File: config.mk
export PLATFORM = sky130hd
export DESIGN_NAME = mem_access_stage_flat
export DESIGN_NICKNAME = d
export VERILOG_FILES = /design/src/rtl/mem_access_stage_if.sv /design/src/rtl/mem_access_stage.sv /design/src/flat_wrapper.sv
export SDC_FILE = /design/constraint.sdc
export NUM_CORES = 1
export LEC_CHECK = 0
export CAP_MARGIN = 20
export CORE_MARGIN = 3
export CORE_UTILIZATION = 41
export CTS_CLUSTER_DIAMETER = 150
export DETAILED_ROUTE_END_ITERATION = 16
export PLACE_DENSITY = 0.77
export SLEW_MARGIN = 25
export SYNTH_ARGS = -nofsm -noshare
export SYNTH_HDL_FRONTEND = slang
export SYNTH_SLANG_ARGS = --single-unit
File: constraint.sdc
create_clock -name clk -period 2 [get_ports clk]
set_input_delay 0.3 -clock clk [delete_from_list [all_inputs] [get_ports clk]]
set_output_delay 0.3 -clock clk [all_outputs]
set_load 0.1 [all_outputs]
File: src/rtl/mem_access_stage_if.sv
// rtl/mem_access_stage_if.sv - execute, memory-request/response and writeback signals of the memory-access stage
interface mem_access_stage_if;
  logic        ex_valid_i;
  logic        ex_ready_o;
  logic [63:0] alu_res_i;
  logic [63:0] store_data_i;
  logic [1:0]  mem_op_i;
  logic [1:0]  size_i;
  logic        unsigned_i;
  logic [4:0]  rd_i;
  logic        req_valid_o;
  logic        req_ready_i;
  logic [63:0] req_addr_o;
  logic        req_we_o;
  logic [63:0] req_wdata_o;
  logic [7:0]  req_strb_o;
  logic        rsp_valid_i;
  logic [63:0] rsp_rdata_i;
  logic        wb_valid_o;
  logic        wb_we_o;
  logic [4:0]  wb_rd_o;
  logic [63:0] wb_data_o;
  logic        misalign_o;

  modport slave (
    input  ex_valid_i, alu_res_i, store_data_i, mem_op_i, size_i, unsigned_i, rd_i,
    input  req_ready_i, rsp_valid_i, rsp_rdata_i,
    output ex_ready_o, req_valid_o, req_addr_o, req_we_o, req_wdata_o, req_strb_o,
    output wb_valid_o, wb_we_o, wb_rd_o, wb_data_o, misalign_o
  );

  modport master (
    output ex_valid_i, alu_res_i, store_data_i, mem_op_i, size_i, unsigned_i, rd_i,
    output req_ready_i, rsp_valid_i, rsp_rdata_i,
    input  ex_ready_o, req_valid_o, req_addr_o, req_we_o, req_wdata_o, req_strb_o,
    input  wb_valid_o, wb_we_o, wb_rd_o, wb_data_o, misalign_o
  );
endinterface

File: src/rtl/mem_access_stage.sv
// rtl/mem_access_stage.sv - RV64 memory-access stage: one outstanding load/store, lane alignment, load extension
module mem_access_stage (
  input logic             clk,
  input logic             reset,
  mem_access_stage_if.slave bus
);
  typedef enum logic [1:0] {S_IDLE, S_REQ, S_WAIT_RSP} state_t;

  localparam logic [1:0] OP_LOAD  = 2'b01;
  localparam logic [1:0] OP_STORE = 2'b10;

  state_t      r_state;
  state_t      w_state_nxt;

  logic [63:0] r_addr;
  logic [63:0] r_wdata;
  logic [1:0]  r_op;
  logic [1:0]  r_size;
  logic        r_unsigned;
  logic [4:0]  r_rd;

  logic        r_wb_valid;
  logic        r_wb_we;
  logic [4:0]  r_wb_rd;
  logic [63:0] r_wb_data;
  logic        r_misalign;

  logic        w_capture;
  logic        w_in_mem;
  logic        w_aligned;
  logic        w_wb_valid;
  logic        w_wb_we;
  logic [4:0]  w_wb_rd;
  logic [63:0] w_wb_data;
  logic        w_misalign;
  logic        w_req_active;
  logic [2:0]  w_off;
  logic [7:0]  w_strb;
  logic [63:0] w_rsp_shift;
  logic [63:0] w_load_ext;

  assign w_in_mem = (bus.mem_op_i == OP_LOAD) || (bus.mem_op_i == OP_STORE);

  always_comb begin
    w_aligned = 1'b1;
    case (bus.size_i)
      2'b00:   w_aligned = 1'b1;
      2'b01:   w_aligned = (bus.alu_res_i[0] == 1'b0);
      2'b10:   w_aligned = (bus.alu_res_i[1:0] == 2'b00);
      default: w_aligned = (bus.alu_res_i[2:0] == 3'b000);
    endcase
  end

  assign w_off        = r_addr[2:0];
  assign w_req_active = (r_state == S_REQ);

  always_comb begin
    w_strb = 8'hFF;
    case (r_size)
      2'b00:   w_strb = 8'h01 << w_off;
      2'b01:   w_strb = 8'h03 << w_off;
      2'b10:   w_strb = 8'h0F << w_off;
      default: w_strb = 8'hFF;
    endcase
  end

  assign w_rsp_shift = bus.rsp_rdata_i >> {w_off, 3'b000};

  always_comb begin
    w_load_ext = w_rsp_shift;
    case (r_size)
      2'b00:   w_load_ext = r_unsigned ? {56'd0, w_rsp_shift[7:0]}
                                       : {{56{w_rsp_shift[7]}}, w_rsp_shift[7:0]};
      2'b01:   w_load_ext = r_unsigned ? {48'd0, w_rsp_shift[15:0]}
                                       : {{48{w_rsp_shift[15]}}, w_rsp_shift[15:0]};
      2'b10:   w_load_ext = r_unsigned ? {32'd0, w_rsp_shift[31:0]}
                                       : {{32{w_rsp_shift[31]}}, w_rsp_shift[31:0]};
      default: w_load_ext = w_rsp_shift;
    endcase
  end

  always_ff @(posedge clk) begin
    if (reset) begin
      r_state <= S_IDLE;
    end else begin
      r_state <= w_state_nxt;
    end
  end

  // Non-memory and misaligned ops retire straight from IDLE without touching the bus
  always_comb begin
    w_state_nxt = r_state;
    w_capture   = 1'b0;
    w_wb_valid  = 1'b0;
    w_wb_we     = 1'b0;
    w_wb_rd     = 5'd0;
    w_wb_data   = 64'd0;
    w_misalign  = 1'b0;
    case (r_state)
      S_IDLE: begin
        if (bus.ex_valid_i) begin
          w_capture = 1'b1;
          if (!w_in_mem) begin
            w_wb_valid = 1'b1;
            w_wb_we    = (bus.rd_i != 5'd0);
            w_wb_rd    = bus.rd_i;
            w_wb_data  = bus.alu_res_i;
          end else if (!w_aligned) begin
            w_wb_valid = 1'b1;
            w_wb_rd    = bus.rd_i;
            w_misalign = 1'b1;
          end else begin
            w_state_nxt = S_REQ;
          end
        end
      end
      S_REQ: begin
        if (bus.req_ready_i) begin
          w_state_nxt = S_WAIT_RSP;
        end
      end
      S_WAIT_RSP: begin
        if (bus.rsp_valid_i) begin
          w_state_nxt = S_IDLE;
          w_wb_valid  = 1'b1;
          w_wb_rd     = r_rd;
          if (r_op == OP_LOAD) begin
            w_wb_we   = (r_rd != 5'd0);
            w_wb_data = w_load_ext;
          end
        end
      end
      default: w_state_nxt = S_IDLE;
    endcase
  end

  always_ff @(posedge clk) begin
    if (reset) begin
      r_addr     <= 64'd0;
      r_wdata    <= 64'd0;
      r_op       <= 2'b00;
      r_size     <= 2'b00;
      r_unsigned <= 1'b0;
      r_rd       <= 5'd0;
      r_wb_valid <= 1'b0;
      r_wb_we    <= 1'b0;
      r_wb_rd    <= 5'd0;
      r_wb_data  <= 64'd0;
      r_misalign <= 1'b0;
    end else begin
      if (w_capture) begin
        r_addr     <= bus.alu_res_i;
        r_wdata    <= bus.store_data_i;
        r_op       <= bus.mem_op_i;
        r_size     <= bus.size_i;
        r_unsigned <= bus.unsigned_i;
        r_rd       <= bus.rd_i;
      end
      r_wb_valid <= w_wb_valid;
      r_wb_we    <= w_wb_we;
      r_wb_rd    <= w_wb_rd;
      r_wb_data  <= w_wb_data;
      r_misalign <= w_misalign;
    end
  end

  // Request fields are forced to zero outside REQ so idle/reset values are clean
  assign bus.ex_ready_o  = (r_state == S_IDLE);
  assign bus.req_valid_o = w_req_active;
  assign bus.req_addr_o  = w_req_active ? {r_addr[63:3], 3'b000} : 64'd0;
  assign bus.req_we_o    = w_req_active && (r_op == OP_STORE);
  assign bus.req_strb_o  = !w_req_active ? 8'h00 : ((r_op == OP_LOAD) ? 8'hFF : w_strb);
  assign bus.req_wdata_o = (w_req_active && (r_op == OP_STORE)) ? (r_wdata << {w_off, 3'b000}) : 64'd0;

  assign bus.wb_valid_o = r_wb_valid;
  assign bus.wb_we_o    = r_wb_we;
  assign bus.wb_rd_o    = r_wb_rd;
  assign bus.wb_data_o  = r_wb_data;
  assign bus.misalign_o = r_misalign;
endmodule

File: src/flat_wrapper.sv
// flat-port wrapper written by rule: the top's interface ports become plain ports
module mem_access_stage_flat 
  (clk, reset, bus_ex_valid_i, bus_alu_res_i, bus_store_data_i, bus_mem_op_i, bus_size_i, bus_unsigned_i, bus_rd_i, bus_req_ready_i, bus_rsp_valid_i, bus_rsp_rdata_i, bus_ex_ready_o, bus_req_valid_o, bus_req_addr_o, bus_req_we_o, bus_req_wdata_o, bus_req_strb_o, bus_wb_valid_o, bus_wb_we_o, bus_wb_rd_o, bus_wb_data_o, bus_misalign_o);
  mem_access_stage_if bus_i ();
  input logic clk;
  input logic reset;
  input wire logic [$bits(bus_i.ex_valid_i)-1:0] bus_ex_valid_i;
  input wire logic [$bits(bus_i.alu_res_i)-1:0] bus_alu_res_i;
  input wire logic [$bits(bus_i.store_data_i)-1:0] bus_store_data_i;
  input wire logic [$bits(bus_i.mem_op_i)-1:0] bus_mem_op_i;
  input wire logic [$bits(bus_i.size_i)-1:0] bus_size_i;
  input wire logic [$bits(bus_i.unsigned_i)-1:0] bus_unsigned_i;
  input wire logic [$bits(bus_i.rd_i)-1:0] bus_rd_i;
  input wire logic [$bits(bus_i.req_ready_i)-1:0] bus_req_ready_i;
  input wire logic [$bits(bus_i.rsp_valid_i)-1:0] bus_rsp_valid_i;
  input wire logic [$bits(bus_i.rsp_rdata_i)-1:0] bus_rsp_rdata_i;
  output wire logic [$bits(bus_i.ex_ready_o)-1:0] bus_ex_ready_o;
  output wire logic [$bits(bus_i.req_valid_o)-1:0] bus_req_valid_o;
  output wire logic [$bits(bus_i.req_addr_o)-1:0] bus_req_addr_o;
  output wire logic [$bits(bus_i.req_we_o)-1:0] bus_req_we_o;
  output wire logic [$bits(bus_i.req_wdata_o)-1:0] bus_req_wdata_o;
  output wire logic [$bits(bus_i.req_strb_o)-1:0] bus_req_strb_o;
  output wire logic [$bits(bus_i.wb_valid_o)-1:0] bus_wb_valid_o;
  output wire logic [$bits(bus_i.wb_we_o)-1:0] bus_wb_we_o;
  output wire logic [$bits(bus_i.wb_rd_o)-1:0] bus_wb_rd_o;
  output wire logic [$bits(bus_i.wb_data_o)-1:0] bus_wb_data_o;
  output wire logic [$bits(bus_i.misalign_o)-1:0] bus_misalign_o;
  assign bus_i.ex_valid_i = bus_ex_valid_i;
  assign bus_i.alu_res_i = bus_alu_res_i;
  assign bus_i.store_data_i = bus_store_data_i;
  assign bus_i.mem_op_i = bus_mem_op_i;
  assign bus_i.size_i = bus_size_i;
  assign bus_i.unsigned_i = bus_unsigned_i;
  assign bus_i.rd_i = bus_rd_i;
  assign bus_i.req_ready_i = bus_req_ready_i;
  assign bus_i.rsp_valid_i = bus_rsp_valid_i;
  assign bus_i.rsp_rdata_i = bus_rsp_rdata_i;
  assign bus_ex_ready_o = bus_i.ex_ready_o;
  assign bus_req_valid_o = bus_i.req_valid_o;
  assign bus_req_addr_o = bus_i.req_addr_o;
  assign bus_req_we_o = bus_i.req_we_o;
  assign bus_req_wdata_o = bus_i.req_wdata_o;
  assign bus_req_strb_o = bus_i.req_strb_o;
  assign bus_wb_valid_o = bus_i.wb_valid_o;
  assign bus_wb_we_o = bus_i.wb_we_o;
  assign bus_wb_rd_o = bus_i.wb_rd_o;
  assign bus_wb_data_o = bus_i.wb_data_o;
  assign bus_misalign_o = bus_i.misalign_o;
  mem_access_stage u_core (.clk(clk), .reset(reset), .bus(bus_i));
endmodule
# Word level (Yosys, flattened, before mapping)
# Index checks and enable logic that the tools add are counted.
[op_classes]
n_eq_ne = 15
shift = 5
muxes = 38
n_bitwise = 4
n_reduce_logical = 11
[ops]
columns = ["op", "count"]
rows = [
  ["$mux W64", 9],
  ["$pmux W64 S3", 1],
  ["$pmux W64 S2", 1],
  ["$shl A64 B6 Y64", 1],
  ["$shr A64 B6 Y64", 1],
  ["$pmux W8 S3", 1],
  ["$mux W5", 4],
  ["$mux W8", 2],
  ["$eq A2 B1 Y1 const B", 5],
  ["$eq A2 B2 Y1 const B", 5],
  ["$mux W1", 10],
  ["$mux W2", 5],
  ["$pmux W5 S2", 1],
  ["$reduce_bool A5 Y1", 2],
  ["$logic_not A2 Y1", 4],
  ["$shl A1 B3 Y8 const A", 1],
  ["$shl A2 B3 Y8 const A", 1],
  ["$shl A4 B3 Y8 const A", 1],
  ["$ne A2 B2 Y1 const B", 3],
  ["$pmux W2 S3", 1],
  ["$reduce_and A5 Y1", 1],
  ["$ne A2 B1 Y1 const B", 2],
  ["$not A1 Y1", 4],
  ["$pmux W1 S2", 2],
  ["5 further kinds", 5],
]
[word_totals]
reg_bits = 212
out_inout_bits = 211

# Logic depth before layout (Yosys ltp)
[logic_depth]
depth_word = 6
ltp_mapped = 9
depth_no_buf = 7

# Worst setup path before layout
# No wires, ideal clock.
[synth_timing]
kind = "register -> output"
from = "register u_core.r_addr[1]"
to = "output port bus_req_wdata_o[24]"
arrival_ns = 3.593
required_time_ns = 1.700
setup_slack_ns = -1.893
stages_incl_launch_ff = 8
path_buffers = 4
cell_sequence = "dfxtp_1 buf_6 buf_2 buf_4 buf_4 mux2i_1 and2_1 a211oi_1"
[synth_via]
elab_chain_cells = 2
[synth_rtl]
columns = ["item", "line", "rtl"]
rows = [
  ["from (decl)", "mem_access_stage.sv:15", "logic [63:0] r_addr;"],
  ["from (signal assigned)", "mem_access_stage.sv:152", "r_addr <= bus.alu_res_i;"],
  ["$shl A64 B6 Y64", "mem_access_stage.sv:173", "assign bus.req_wdata_o = (w_req_active && (r_op == OP_STORE)) ? (r_wdata << {w_off, 3'b000}) : 64'd0;"],
  ["$mux W64", "mem_access_stage.sv:173", ""],
  ["to (decl)", "flat_wrapper.sv:21", "output wire logic [$bits(bus_i.req_wdata_o)-1:0] bus_req_wdata_o;"],
]
# No other way between the ends.

# Worst setup path in the final report
[layout_timing]
from = "register u_core.r_addr[1]"
to = "output port bus_req_wdata_o[19]"
# Same word-level chain as after synthesis.

==> results.toml <==
[run_status]
outcome = "complete, but fails checks"
violations = "negative setup slack"

[synthesis]
ys_ff_latch = 212
synth_cells = 1422
yosysUniqueCellTypes = 56
synthFlopType = "dfxtp_1"
synth_mux_area_share_pct = 16.6
synth-compound-area-share_pct = 20.3
synth-seq-area-share_pct = 36.4
synth_fa_ha_area_share_pct = 0.537
synth_simple_gate_area_share_pct = 20.7
yosys_warnings = 0
syn_area_per_cell_um2 = 8.20
synthXorXnorAreaFrac_pct = 0.150
synth_area_um2 = 11700
synthArstFlopShare_pct = 0
synth_edf_count = 0
synth_top_family_by_area = "simple AND/OR/NAND/NOR gates"

[worst_setup_path]
critPathSlowestCell = "dfxtp_4"
setup.worst_path.end_class = "output port"
path_class = "reg2out"
cp_common_cell = "buf_12"
worstPathRequired_ns = 1.70
reg2reg_to = "u_core.bus.wb_data_o[54]$_SDFF_PP0_"
arrival_ns = 2.26
r2r_slack_ns = -0.42
crit_buf_inv = 5
reg2reg_from = "u_core.r_addr[1]$_SDFFE_PP0P_"
path_max_fanout = 7
crit_path_start_kind = "register"
critical_path.top_delay_family = "buffers and inverters"
slowest_delay_ns = 0.39
path_cells = "buf_12 -> buf_16 -> buf_6 -> mux2i_4 -> o21ai_2 -> buf_4 -> and3_4 -> buf_12"
reg2regPathDepth = 7

[power_and_ir_drop]
power_switching_mw = 4.42
switching_share_pct = 33.1
internal_power_mw = 8.92
p_per_area_nw_per_um2 = 600
p_clk_share_pct = 34.3
ir_drop_v = 0.000552
power_frac_comb_pct = 30.7
pwr-share-seq_pct = 35.0
leakagePower_nw = 8.63

[route]
drt_iter0_markers = 1407
drtPass1Iterations = 6
vias = 14200
vias_per_cell = 5.97
route.antenna.remaining_nets = 0
drc = 0
drt-total-wl_mm = 60.4
wire_per_inst_um = 25.3

[placement]
placed_area_um2 = 19200
dp_hpwl_mm = 40.1
placement.io_buffers = 414
dp.cells = 2267
place_congestion = 0.945

[final_layout]
nFillCells = 1690
mostFrequentLayoutCells = "nand2_1, buf_4, clkdlybuf4s50_1, dfxtp_1, buf_12"
instances_no_fill = 2384
syn2layout_area_growth_pct = 90.9
final_area_um2 = 22200
layout_commonest_cell = "nand2_1"
nNetsFinal = 2198
drive_gt1_share_pct = 43.4
final_util_pct = 79.6

[die]
die_x_um = 175
core-area_um2 = 27900
start_util_pct = 41.7
floorplan.rows = 61
die_area_um2 = 30500
ios = 418
die-height_um = 175

[sta]
clock-skew-final_ns = 0.0129
period_needed_ns = 2.56
period_share_pct = 128
rsz0062_at_grt = "yes"
setup_slack_ns = -0.559
setup_viol = 196
fin_hold_ws_ns = 0.311
worstMarginPinSlew_ns = 0.750
hold_viol = 0
max-slew-margin-rel_pct = 50.0
slew_viol_final = 0
fmax_ghz = 0.391

[worst_hold_path]
hold_start = "bus_store_data_i[20]"
min_to = "u_core.r_wdata[20]$_SDFFE_PP0P_"
whs_path_depth = 3
hp-class = "in2reg"

[job]
drv_cap = 0

[clock_tree]
clockRootBuffer = "clkbuf_16"
cts_tree = "built"
clk_latency_ns = 0.54
cts.sinks = 212
clk_pin_slew_ns = 0.06
cts_buffers = 24
clockBufferDepth = 3
h-tree-depth = 1

[global_route]
overflow = 0
grt_usage_pct = 37.2
antenna_found_initial = 4
grt_pass1_vias = 14200
grt_pass1_wl_mm = 87.7
grt_start_max_net_pins = 143
==> synth_stat cells, drive strengths merged, types with 20 or more instances <==
| cell | n | area share (%) |
|---|---|---|
| o21ai | 32 | 1.4 |
| clkbuf | 81 | 2.6 |
| a211oi | 20 | 1.3 |
| mux2i | 75 | 6.4 |
| mux4 | 39 | 7.5 |
| mux2 | 27 | 2.6 |
| and2 | 86 | 4.6 |
| buf | 50 | 2.4 |
| a21oi | 191 | 8.2 |
| a22oi | 23 | 1.5 |
| a221o | 39 | 3.3 |
| nor2 | 78 | 2.5 |
| dfxtp | 212 | 36 |
| nand2 | 343 | 11 |
==> area by class of cell <==
| type | count | area, µm² | share of cell area [%] |
|---|---|---|---|
| well taps | 378 | 473 | 2.13 |
| multi-input cells | 1073 | 8470 | 38.1 |
| clock inverters | 11 | 111 | 0.501 |
| diodes | 4 | 10.0 | 0.0450 |
| flip-flops and latches | 212 | 4270 | 19.2 |
| inverters | 8 | 58.8 | 0.264 |
| clock buffers | 31 | 679 | 3.05 |
| repair buffers | 667 | 8180 | 36.8 |
==> logic make-up after synthesis <==
kind of cell	Yosys count
AND/OR/NAND/NOR	554
other	1
XOR/XNOR	2
flip-flops	212
AO/OA/AOI/OAI	368
adder cells (fa/ha/maj)	5
multiplexers	141
buffers and inverters	139
==> metal layers <==
layer / share of wire (%) / global-route usage (%)
met5: 0 / 0
met4: 8.3 / 23.7
met3: 9.4 / 8.93
met2: 48 / 63.6
met1: 34 / 41.6
==> sequential cells by signal (all words and copies together), names as in the netlist <==
name and cells:
u_core.r_wdata 64, u_core.r_unsigned 1, u_core.bus.wb_data_o 64, u_core.bus.wb_rd_o 5, u_core.r_op 2, u_core.bus.misalign_o 1
u_core.r_rd 5, u_core.r_addr 64, u_core.r_size 2, u_core.bus.wb_we_o 1, u_core.r_state 2, u_core.bus.wb_valid_o 1
==> through the flow <==
stage,TNS (ns),worst slack [ns],total power [mW]
floorplan,-14.12,-0.466,6.69
global placement,-23.95,-0.459,8.01
detailed placement,-24.99,-0.492,8.07
CTS,-46.52,-0.551,13.0
global route,-58.16,-0.611,13.7
finish,-49.60,-0.559,13.3
==> tightest hold or removal path, stage by stage <==
cell and delay [ns]:
clkdlybuf4s50_1 0.39, nand2_1 0.06, a21oi_1 0.05
==> worst max path at each step <==
stage                                   startpoint                                  end  cells after the start
finish               u_core.r_addr[1]$_SDFFE_PP0P_                  bus_req_wdata_o[19]                      8
global route         u_core.r_addr[1]$_SDFFE_PP0P_                  bus_req_wdata_o[56]                      6
CTS                  u_core.r_addr[1]$_SDFFE_PP0P_                  bus_req_wdata_o[56]                      6
detailed placement             bus_rsp_rdata_i[63]  u_core.bus.wb_data_o[39]$_SDFF_PP0_                      7
global placement               bus_rsp_rdata_i[63]  u_core.bus.wb_data_o[47]$_SDFF_PP0_                      7
floorplan           u_core.r_state[1]$_SDFFE_PP0P_                  bus_req_wdata_o[24]                      7
==> power groups by stage <==
| stage | clock network (mW) | registers (mW) | logic, mW |
|---|---|---|---|
| floorplan | 0 | 5.04 | 1.64 |
| global placement | 0 | 4.72 | 3.30 |
| detailed placement | 0 | 4.73 | 3.34 |
| CTS | 4.57 | 4.64 | 3.82 |
| global route | 4.75 | 4.68 | 4.25 |
| finish | 4.58 | 4.66 | 4.09 |
==> repair_timing <==
action                                 4_1_cts  5_1_grt
pin swaps                                  104       51
resized for setup                          253      117
buffers inserted                            50       27
setup endpoints to repair                  195      198
endpoints found under the hold margin        0        0
cloned                                      14        4
hold buffers                                 0        0
Power figures use the tool's default switching activity.
